### src/rtl/bus_fifo_module.sv
// Purpose: selects one word per cycle from a packed source bus and queues it in a FIFO;
//          exposes head word, occupancy, full flag and sticky error bits.
// Latency: a push at edge N is visible on destination0 after edge N; backpressure: a push
//          into a full queue without a same-cycle pop is dropped and flagged as overflow.
//
// Ports:
//   clock, reset   rising-edge clock, synchronous active-high reset
//   selector       0 = no push; k in 1..count pushes source word k-1; larger values = no push
//   source         count packed words, word i at [(i+1)*bit_width-1 : i*bit_width]
//   pop            remove the head entry at the next edge
//   destination0   head word (0 when empty)
//   destination1   occupancy, zero-extended
//   destination2   all ones when full
//   destination3   sticky errors: bit0 overflow, bit1 underflow

`ifndef BIT_WIDTH
`define BIT_WIDTH 8
`endif

module bus_fifo_module #(
  // A source bus carrying zero words has no meaning; the smallest legal bus is one word.
  parameter int count = 1,
  parameter int depth = 4
) (
  input  logic                              clock,
  input  logic                              reset,
  input  logic [$clog2(count + 1)-1:0]      selector,
  input  logic [count*`BIT_WIDTH-1:0]       source,
  input  logic                              pop,
  output logic [`BIT_WIDTH-1:0]             destination0,
  output logic [`BIT_WIDTH-1:0]             destination1,
  output logic [`BIT_WIDTH-1:0]             destination2,
  output logic [`BIT_WIDTH-1:0]             destination3
);

  localparam int BW    = `BIT_WIDTH;
  localparam int SEL_W = $clog2(count + 1);
  localparam int PTR_W = $clog2(depth);
  localparam int OCC_W = PTR_W + 1;

  logic [BW-1:0]    mem_q [depth];
  logic [PTR_W-1:0] rd_ptr_q, rd_ptr_d;
  logic [PTR_W-1:0] wr_ptr_q, wr_ptr_d;
  logic [OCC_W-1:0] occ_q, occ_d;
  logic             ovf_q, ovf_d;
  logic             udf_q, udf_d;

  logic [BW-1:0]    push_word;
  logic             push_req;
  logic             pop_req;
  logic             push_ok;
  logic             pop_ok;
  logic             empty;
  logic             full;

  assign empty = (occ_q == '0);
  assign full  = (occ_q == OCC_W'(depth));

  // Word select: only selector values 1..count match, so out-of-range codes
  // fall through as "no push" without raising any error.
  always_comb begin
    push_req  = 1'b0;
    push_word = '0;
    for (int i = 0; i < count; i++) begin
      if (selector == SEL_W'(i + 1)) begin
        push_req  = 1'b1;
        push_word = source[i*BW +: BW];
      end
    end
  end

  assign pop_req = pop;
  assign pop_ok  = pop_req && !empty;
  // A full queue still accepts a push when the head leaves in the same cycle.
  assign push_ok = push_req && (!full || pop_ok);

  always_comb begin
    rd_ptr_d = rd_ptr_q;
    wr_ptr_d = wr_ptr_q;
    occ_d    = occ_q;
    ovf_d    = ovf_q;
    udf_d    = udf_q;

    if (push_ok) wr_ptr_d = wr_ptr_q + PTR_W'(1);
    if (pop_ok)  rd_ptr_d = rd_ptr_q + PTR_W'(1);

    case ({push_ok, pop_ok})
      2'b10:   occ_d = occ_q + OCC_W'(1);
      2'b01:   occ_d = occ_q - OCC_W'(1);
      default: occ_d = occ_q;
    endcase

    if (push_req && !push_ok) ovf_d = 1'b1;
    if (pop_req && empty)     udf_d = 1'b1;
  end

  always_ff @(posedge clock) begin
    if (reset) begin
      rd_ptr_q <= '0;
      wr_ptr_q <= '0;
      occ_q    <= '0;
      ovf_q    <= 1'b0;
      udf_q    <= 1'b0;
    end else begin
      rd_ptr_q <= rd_ptr_d;
      wr_ptr_q <= wr_ptr_d;
      occ_q    <= occ_d;
      ovf_q    <= ovf_d;
      udf_q    <= udf_d;
    end
  end

  // Storage is not reset; a write landing during reset is never visible
  // because occupancy restarts at zero.
  always_ff @(posedge clock) begin
    if (push_ok) mem_q[wr_ptr_q] <= push_word;
  end

  assign destination0 = empty ? '0 : mem_q[rd_ptr_q];
  assign destination1 = BW'(occ_q);
  assign destination2 = {BW{full}};
  assign destination3 = BW'({udf_q, ovf_q});

endmodule

### config.mk
export PLATFORM = sky130hd
export DESIGN_NAME = bus_fifo_module
export DESIGN_NICKNAME = d
export VERILOG_FILES = /design/src/rtl/bus_fifo_module.sv
export SDC_FILE = /design/constraint.sdc
export NUM_CORES = 1
export LEC_CHECK = 0
export CAP_MARGIN = 20
export CORE_ASPECT_RATIO = 1.25
export CORE_MARGIN = 2
export CORE_UTILIZATION = 50
export CTS_CLUSTER_SIZE = 24
export DETAILED_ROUTE_END_ITERATION = 10
export PLACE_DENSITY = 0.79
export SYNTH_ARGS = -nofsm -noshare
export SYNTH_HDL_FRONTEND = slang
export SYNTH_SLANG_ARGS = --single-unit
### constraint.sdc
create_clock -name clock -period 3.06 [get_ports clock]
set_clock_uncertainty 0.15 [all_clocks]
set_input_delay 0.918 -clock clock [delete_from_list [all_inputs] [get_ports clock]]
set_output_delay 0.918 -clock clock [all_outputs]
set_load 0.03 [all_outputs]
==> impl_metrics.ini <==
[power]
peakVddDrop_v = 0.000404
power_leakage_nw = 0.934
power.density_mw_per_mm2 = 762

[synthesis]
syn_area_per_cell_um2 = 13.5
syn_inst = 151
synth_area_mm2 = 0.00204
ys_seq_area_share_pct = 57.8
synthSimpleGateAreaFrac_pct = 12.7
synth_xor_area_share_pct = 1.29
yosys-mux-area-fraction_pct = 11.0
ys_ff_latch = 43
synth_top_family_by_area = simple AND/OR/NAND/NOR gates
netlist-cell-type-count = 34
synthAdderAreaFrac_pct = 3.43
synth_warnings = 0
synth_compound_area_share_pct = 3.49

[setup_path]
r2r_start = occ_q[2]$_SDFFE_PP0P_
cp-start-kind = flip-flop
worstSetupPathType = reg -> out
cp_max_fo = 5
r2r_end = occ_q[2]$_SDFFE_PP0P_
crit_required_ps = 1990
crit_arrival_ps = 1810
ff2ff_setup_slack_ps = 810
r2r_cells = 7
endpoint_kind = output port

[hold_path]
min_path_type = reg -> reg
holdPathStages = 2
worst_hold_path.endpoint = ovf_q$_SDFFE_PP0P_
min_from = ovf_q$_SDFFE_PP0P_

[die]
start_util_pct = 51.1
row_count = 26
die_w_um = 61.2
core-area_mm2 = 0.00400
io_pins = 44
die_h_um = 75.5
die-area_mm2 = 0.00462

[global_routing]
grt_usage_pct = 17.4
grt_pass1_wl_um = 5640
antenna_found_initial = 0
grt_pass1_vias = 1233
grt_max_degree = 15
grt_overflow = 0

[finish]
nets = 196
drive_gt1_share_pct = 15.0
fillCellCount = 346
utilization_pct = 60.1
layoutNonFillerInstCount = 236
area_growth_pct = 17.6
seqCellArea_mm2 = 0.00118
final_cell_area_mm2 = 0.00240
final_common_cell = edfxtp_1
final_cell_mix = edfxtp_1 (32), clkdlybuf4s50_1 (16), dlygate4sd2_1 (16), nor2_1 (14), and2_1 (13)
multi_input_area_um2 = 698
n_antenna_cell = 0

[routing]
ant_nets = 0
routedWlPerCell_um = 15.2
drt-initial-drc-count = 24
wl_um = 3580
vias_per_cell = 4.84
first_pass_iters = 4
drc = 0
vias = 1142

[placed_design]
hpwl_um = 2680
port_buffers = 32
pre_cts_slack_ps = -34.0
dp.cells = 228
placed_area_mm2 = 0.00234
gp_congestion = 0.776

[run_status]
outcome = finished clean

[sta]
setup_tns_ps = 0
period_share_pct = 94.1
final_hold_viol_count = 0
setup_violations = 0
max_freq_ghz = 0.347
grt_setup_unrepaired = false
min_period_ps = 2880
drv_slew = 0
slew_headroom_pct = 59.2
setup_slack_ps = 180
worst_pin_slew_ps = 608

[clock_tree]
cts_max_level = 2
cts_hold_buf = 0
cts_buffers = 5
cts-root-buf = clkbuf_8
tritoncts = built
clk_latency_ps = 280
post_cts_buffers = 0
path_clk_slew_ps = 70
cts_resized = 17
cts_max_path_buffers = 2
cts_sinks = 43

[run]
drv_cap = 0
kinds of logic (layout without fill, tap and decap cells):
kind of cell	after synthesis	after routing
other cells	1	11
compound gates	9	9
buf+inv	33	52
simple gates	45	45
xor+xnor	3	3
mux	12	12
fa+ha+maj	5	5
flops	43	43
sequential cells by signal, summed over array words and instances, names as in the netlist, named ones only:
signal and count:
ovf_q 1, rd_ptr_q 2, occ_q 3, mem_q 32
wr_ptr_q 2, udf_q 1
critical path: stages (launching register included):
cell	delay (ps)
dfxtp_1	340
buf_4	170
mux4_2	510
nor2b_1	140
dlygate4sd2_1	380
synth_stat cells:
| master | number | area share, % |
|---|---|---|
| or4b_1 | 1 | 0.49 |
| a31oi_1 | 1 | 0.31 |
| xnor2_1 | 1 | 0.43 |
| o21a_1 | 1 | 0.37 |
| nand2_1 | 1 | 0.18 |
| nand2b_1 | 4 | 1.2 |
| nor2b_2 | 1 | 0.43 |
| a21oi_1 | 2 | 0.49 |
| mux2i_1 | 1 | 0.49 |
| dfxtp_1 | 11 | 11 |
| a221oi_2 | 1 | 0.73 |
| o21bai_1 | 1 | 0.37 |
| and2b_1 | 2 | 0.73 |
| buf_2 | 4 | 0.98 |
| nor2b_1 | 6 | 1.8 |
| inv_1 | 4 | 0.73 |
| mux4_2 | 8 | 8.8 |
| mux2_1 | 2 | 1.1 |
| nor3_1 | 1 | 0.24 |
| xor2_1 | 2 | 0.86 |
| conb_1 | 1 | 0.18 |
| or2_2 | 1 | 0.31 |
| o221ai_1 | 1 | 0.43 |
| and2_1 | 13 | 4.0 |
| fa_1 | 1 | 0.98 |
| o311ai_0 | 1 | 0.43 |
| nor2_1 | 14 | 2.6 |
| mux2_2 | 1 | 0.55 |
| clkbuf_1 | 4 | 0.73 |
| edfxtp_1 | 32 | 47 |
| o31ai_1 | 1 | 0.37 |
| buf_4 | 21 | 7.7 |
| nor4b_2 | 1 | 0.73 |
| ha_1 | 4 | 2.4 |
layer usage:
layer  track usage (%)  routed length, µm  up-vias
li1                  -                  -      551
met1              19.2               1430      549
met2              30.9               1940       37
met3              4.75                165        5
met4              7.25                 51        0
met5                 0                  0        -
power breakdown:
group	switching (mW)	internal, mW	total [mW]
Sequential	0.0369	0.697	0.733
Clock	0.175	0.156	0.330
Combinational	0.452	0.316	0.768
Total	0.664	1.17	1.83
area by class of cell:
type                    count  area share, %
clock inverters             2          0.312
multi-input cells          85           29.0
clock buffers               6           3.02
well taps                  56           2.91
inverters                   4          0.624
flip-flops and latches     43           49.1
repair buffers             40           15.0
per-stage QoR:
step | power, mW | hold WS (ps)
detailed placement | 1.57 | 316
floorplan | 1.32 | 288
global route | 1.93 | 393
CTS | 1.85 | 337
global placement | 1.54 | 305
finish | 1.83 | 328
worst max-delay path by stage:
stage	endpoint	slack, ps
2_1_floorplan	occ_q[2]$_SDFFE_PP0P_	380
3_3_place_gp	destination0[4]	30
3_5_place_dp	destination0[3]	-30
4_1_cts	destination0[7]	140
5_1_grt	destination0[7]	70
6_report	destination0[7]	180
(Power assumes the default switching activity.)
